==> config.mk <==
export PLATFORM = sky130hd
export DESIGN_NAME = mem_port_arbiter
export DESIGN_NICKNAME = d
export VERILOG_FILES = /design/src/rtl/mem_arb_pkg.sv /design/src/rtl/rr_arb2.sv /design/src/rtl/mem_port_arbiter.sv
export SDC_FILE = /design/constraint.sdc
export NUM_CORES = 1
export LEC_CHECK = 0
export ABC_AREA = 1
export CAP_MARGIN = 20
export CORE_AREA = 4 4 105 107
export DETAILED_ROUTE_END_ITERATION = 12
export DIE_AREA = 0 0 109 111
export GPL_ROUTABILITY_DRIVEN = 0
export PLACE_DENSITY = 0.67
export SYNTH_ARGS = -nofsm -noshare
export SYNTH_HDL_FRONTEND = slang
export SYNTH_SLANG_ARGS = --single-unit
==> constraint.sdc <==
create_clock -name clk -period 2.6 [get_ports clk]
set_input_delay 0.52 -clock clk [delete_from_list [all_inputs] [get_ports clk]]
set_output_delay 0.52 -clock clk [all_outputs]
set_load 0.05 [all_outputs]
==> src/rtl/mem_arb_pkg.sv <==
// Shared types and constants for the fetch/data SRAM port arbiter.
package mem_arb_pkg;

  localparam int unsigned WORD_OFF = 2;

  localparam int unsigned PORT_IF = 0;
  localparam int unsigned PORT_D  = 1;

  typedef enum logic [1:0] {
    OWN_NONE = 2'd0,
    OWN_IF   = 2'd1,
    OWN_D    = 2'd2
  } owner_e;

  function automatic int unsigned be_w(input int unsigned data_w);
    return data_w / 8;
  endfunction

endpackage

==> src/rtl/rr_arb2.sv <==
// Two-requester round-robin arbiter; bit PORT_IF is fetch, bit PORT_D is data.
module rr_arb2
  import mem_arb_pkg::*;
(
  input  logic       clk,
  input  logic       rst_n,
  input  logic [1:0] req,
  output logic [1:0] gnt
);

  owner_e last_grant_q;

  // On a tie the port that did not win last time is granted.
  always_comb begin
    gnt = 2'b00;
    unique case (req)
      2'b01:   gnt = 2'b01;
      2'b10:   gnt = 2'b10;
      2'b11:   gnt = (last_grant_q == OWN_D) ? 2'b01 : 2'b10;
      default: gnt = 2'b00;
    endcase
  end

  always_ff @(posedge clk or negedge rst_n) begin
    if (!rst_n) begin
      last_grant_q <= OWN_IF;
    end else if (|gnt) begin
      last_grant_q <= gnt[PORT_D] ? OWN_D : OWN_IF;
    end
  end

endmodule

==> src/rtl/mem_port_arbiter.sv <==
// Shares one single-port synchronous SRAM between the fetch and data ports,
// one access per cycle, and routes read data back one cycle later.
module mem_port_arbiter
  import mem_arb_pkg::*;
#(
  parameter int unsigned ADDR_W = 32,
  parameter int unsigned DATA_W = 32
) (
  input  logic                         clk,
  input  logic                         rst_n,

  input  logic                         if_req_valid,
  output logic                         if_req_ready,
  input  logic [ADDR_W-1:0]            if_req_addr,
  output logic                         if_rsp_valid,
  output logic [DATA_W-1:0]            if_rsp_data,
  input  logic                         if_flush,

  input  logic                         d_req_valid,
  output logic                         d_req_ready,
  input  logic                         d_req_we,
  input  logic [DATA_W/8-1:0]          d_req_be,
  input  logic [ADDR_W-1:0]            d_req_addr,
  input  logic [DATA_W-1:0]            d_req_wdata,
  output logic                         d_rsp_valid,
  output logic [DATA_W-1:0]            d_rsp_data,

  output logic                         mem_en,
  output logic                         mem_we,
  output logic [DATA_W/8-1:0]          mem_be,
  output logic [ADDR_W-WORD_OFF-1:0]   mem_addr,
  output logic [DATA_W-1:0]            mem_wdata,
  input  logic [DATA_W-1:0]            mem_rdata
);

  localparam int unsigned BE_W = be_w(DATA_W);

  logic [1:0] req;
  logic [1:0] gnt;
  logic       gnt_if;
  logic       gnt_d;

  owner_e     owner_q;
  owner_e     owner_nxt;
  logic       d_we_q;
  logic       d_we_nxt;

  logic       unused_addr;

  assign unused_addr = ^{if_req_addr[WORD_OFF-1:0], d_req_addr[WORD_OFF-1:0]};

  // A flushed fetch is not eligible, so data may take the slot.
  assign req[PORT_IF] = if_req_valid && !if_flush;
  assign req[PORT_D]  = d_req_valid;

  rr_arb2 u_rr_arb2 (
    .clk   (clk),
    .rst_n (rst_n),
    .req   (req),
    .gnt   (gnt)
  );

  // Grants are combinational, so they are masked while reset is held.
  assign gnt_if = gnt[PORT_IF] && rst_n;
  assign gnt_d  = gnt[PORT_D]  && rst_n;

  assign if_req_ready = gnt_if;
  assign d_req_ready  = gnt_d;

  always_comb begin
    mem_en    = 1'b0;
    mem_we    = 1'b0;
    mem_be    = '0;
    mem_addr  = '0;
    mem_wdata = '0;
    if (gnt_d) begin
      mem_en    = 1'b1;
      mem_we    = d_req_we;
      mem_be    = d_req_be;
      mem_addr  = d_req_addr[ADDR_W-1:WORD_OFF];
      mem_wdata = d_req_wdata;
    end else if (gnt_if) begin
      mem_en    = 1'b1;
      mem_be    = {BE_W{1'b1}};
      mem_addr  = if_req_addr[ADDR_W-1:WORD_OFF];
    end
  end

  // Owner of the access whose read data returns next cycle.
  always_comb begin
    owner_nxt = OWN_NONE;
    d_we_nxt  = 1'b0;
    if (gnt_d) begin
      owner_nxt = OWN_D;
      d_we_nxt  = d_req_we;
    end else if (gnt_if) begin
      owner_nxt = OWN_IF;
    end
  end

  always_ff @(posedge clk or negedge rst_n) begin
    if (!rst_n) begin
      owner_q <= OWN_NONE;
      d_we_q  <= 1'b0;
    end else begin
      owner_q <= owner_nxt;
      d_we_q  <= d_we_nxt;
    end
  end

  always_comb begin
    if_rsp_valid = 1'b0;
    if_rsp_data  = '0;
    d_rsp_valid  = 1'b0;
    d_rsp_data   = '0;
    if (owner_q == OWN_IF && !if_flush) begin
      if_rsp_valid = 1'b1;
      if_rsp_data  = mem_rdata;
    end
    if (owner_q == OWN_D) begin
      d_rsp_valid = 1'b1;
      d_rsp_data  = d_we_q ? '0 : mem_rdata;
    end
  end

endmodule

==> results.md <==
* Net Switching at approximately 0.00071 W
* Nets at between 700 and 800
* CTS tree: yes
* Cts bufs inserted at 3
* Power share of the sequential group at 6.4%
* Yosys top cell by area: nor2_1
* Post-layout min period at 2.53 ns
* Vias at 2980
* Worst hold slack at 0.485 ns
* Clock Skew at 0.000597 ns
* Synth unique cells at 14
* Worst-path clk slew at 0.03 ns
* Largest net degree at the start of global routing at 35
* Layout fillers at between 800 and 900
* P per Cell Area at 264 nW/µm²
* Synthesis warning total at 0
* Gate power share at 84.4%
* Commonest cells after routing, fill and taps aside: buf_12 (138), clkdlybuf4s50_1 (134), nor2_1 (101)
* DR pass1 iterations at 4
* RSZ-0062 raised after global routing: yes
* Synth top area cells: nor2_1 (27%), inv_1 (19%), nand4_1 (13%)
* H-tree depth at 1
* Initial antenna violation count at 1
* Global Route Usage Sum at between 10% and 20%
* Die Y at around 110 µm
* Layout area overhead at 301%
* Relative slew slack at between 60% and 70%
* Worst setup margin at 0.0740 ns
* Most common cell after layout, fill and taps aside: buf_12
* Clock latency on the worst-skew pair at 0.22 ns
* Worst Path Max Fanout at 34
* Slew @ Worst Pin at approximately 0.53 ns
* Post-DRT Antenna Nets at 0
* Post-synthesis sequential area ratio at 8.80%
* Multi-input gate area at 943 µm²
* Overflow after GRT at 0
* Int Power at around 0.00081 W
* Place WS at -0.0158 ns
* Die W at 109 µm
* Avg Inst Size Synth at 4.57 µm²
* Worst hold path cell count at 2
* Hold violation total from the final report at 0
* Number of global-route vias before repair at 3099
* CP arrival at approximately 2.0 ns
* Period utilisation layout at 97.2%
* Worst path required time at around 2.1 ns
* Final setup TNS at 0 ns
* Hpwl dp at 9310 µm
* Reg area at roughly 130 µm²
* Crit start category: input port
* Die area at 12100 µm²
* Clock Tree Buf Depth at 2
* Port Buffers at 269
* Average wire per standard cell at 14.8 µm
* Crit Path Category: in2out
* Layout cell share with drive strength beyond 1 at 28.4%
* Worst hold path class: reg2reg
* Final wirelength at 10500 µm
* Fin. max-slew vios at 0
* Clk pwr share at 9.2%
* Top cell type's share of synthesized area at 27.2%
* Reg2Reg Depth at 8
* Max Freq at about 400 MHz
* Switching share of power at 46.6%
* Finish-stage setup viols at 0
* # clock sinks at 5
* Outcome: finished clean
* Setup crit end kind: output port
* Root Buffer: clkbuf_8
* Starting DRT DRC Count at 146
* Synthesized area at 1440 µm²
* Mapped Nets at 452
* Num ports at around 270
* VDD IR max at roughly 0.00013 V
* Number of remaining DRC errors at 0
* Wire length of the first global-routing pass at 15400 µm
* Initial Utilization at between 10 and 15%
* FF+latch count, synth at 5
* Number of vias per cell at 4.17
* Static leakage at about 2.7 nW
* Rows at 37
* Core area at roughly 10000 µm²
* Syn Inst Count at 314
* Max-Cap Viols at 0
[metal layers]
layer  part of all wire, %  vias to the layer above  global-route usage [%]  routed length, µm
li1                      -                     1470                       -                  -
met5                     0                        -                       0                  0
met1                    32                     1330                    15.1               3340
met3                    11                       14                    4.78               1130
met2                    56                      166                    32.1               5860
met4                   2.0                        0                    5.22                213
[cell usage after synthesis, drive strengths merged]
cell type and count:
nand3 31, clkbuf 11, nor2 104, a21oi 5
buf 13, dfstp 1, nand4 30, dfrtp 4
inv 75, nand2 38, o21ai 2
[through the flow]
step	power, W	instances	area [µm²]	utilization [%]
global placement	0.00137	709	5690	56.1
finish	0.00152	714	5770	56.9
floorplan	0.000658	314	1440	-
detailed placement	0.00138	709	5690	56.1
CTS	0.00153	713	5730	56.6
global route	0.00159	714	5770	56.9
[registers in the layout, summed over array words and instances, names as in the netlist]
| name | flops |
|---|---|
| u_rr_arb2.last_grant_q | 2 |
| owner_q | 2 |
| d_we_q | 1 |
[power groups by stage]
stage / logic, W / registers (W) / clock network [W]
final: 0.00129 / 0.0000969 / 0.000141
after global routing: 0.00134 / 0.0000983 / 0.000151
after CTS: 0.00129 / 0.0000966 / 0.000146
after floorplan: 0.000562 / 0.0000962 / 0
after detailed placement: 0.00129 / 0.0000972 / 0
after global placement: 0.00127 / 0.0000969 / 0
[cell type report]
type / instances / share of cell area [%]
antenna: 1 / 0.0434
clock buffer: 4 / 0.781
inverter: 75 / 4.88
multi-input combinational: 210 / 16.4
sequential: 5 / 2.19
tap: 136 / 2.95
timing repair buffer: 283 / 72.8
[repair_timing]
action	CTS	global route
gates resized for setup	1	8
buffers inserted	0	0
hold buffers	0	0
pin swaps	0	0
endpoints found under the setup margin	4	64
cloned	0	0
[cell families after synthesis]
family | synth area share (%)
flops | 8.80
simple gates | 61.5
compound gates | 2.70
buf+inv | 27.0
[worst max-delay path, stage by stage]
cell and delay, ns:
clkdlybuf4s50_1 0.55, inv_1 0.10, a21oi_4 0.19, nand2_2 0.09, buf_12 0.17, nor2_1 0.20
buf_12 0.17
[path summary, 6_finish.rpt]
check / startpoint / endpoint / slack (ns)
setup / recovery: d_req_valid / mem_wdata[28] / 0.07
hold / removal: u_rr_arb2.last_grant_q[1] / u_rr_arb2.last_grant_q[1] / 0.48
setup reg to reg: u_rr_arb2.last_grant_q[0] / d_we_q / 1.20
hold reg to reg: u_rr_arb2.last_grant_q[1] / u_rr_arb2.last_grant_q[1] / 0.48
max in group asynchronous: rst_n / u_rr_arb2.last_grant_q[0] / 1.50
min in group asynchronous: rst_n / owner_q[1] / 0.87
(Power assumes the default switching activity.)
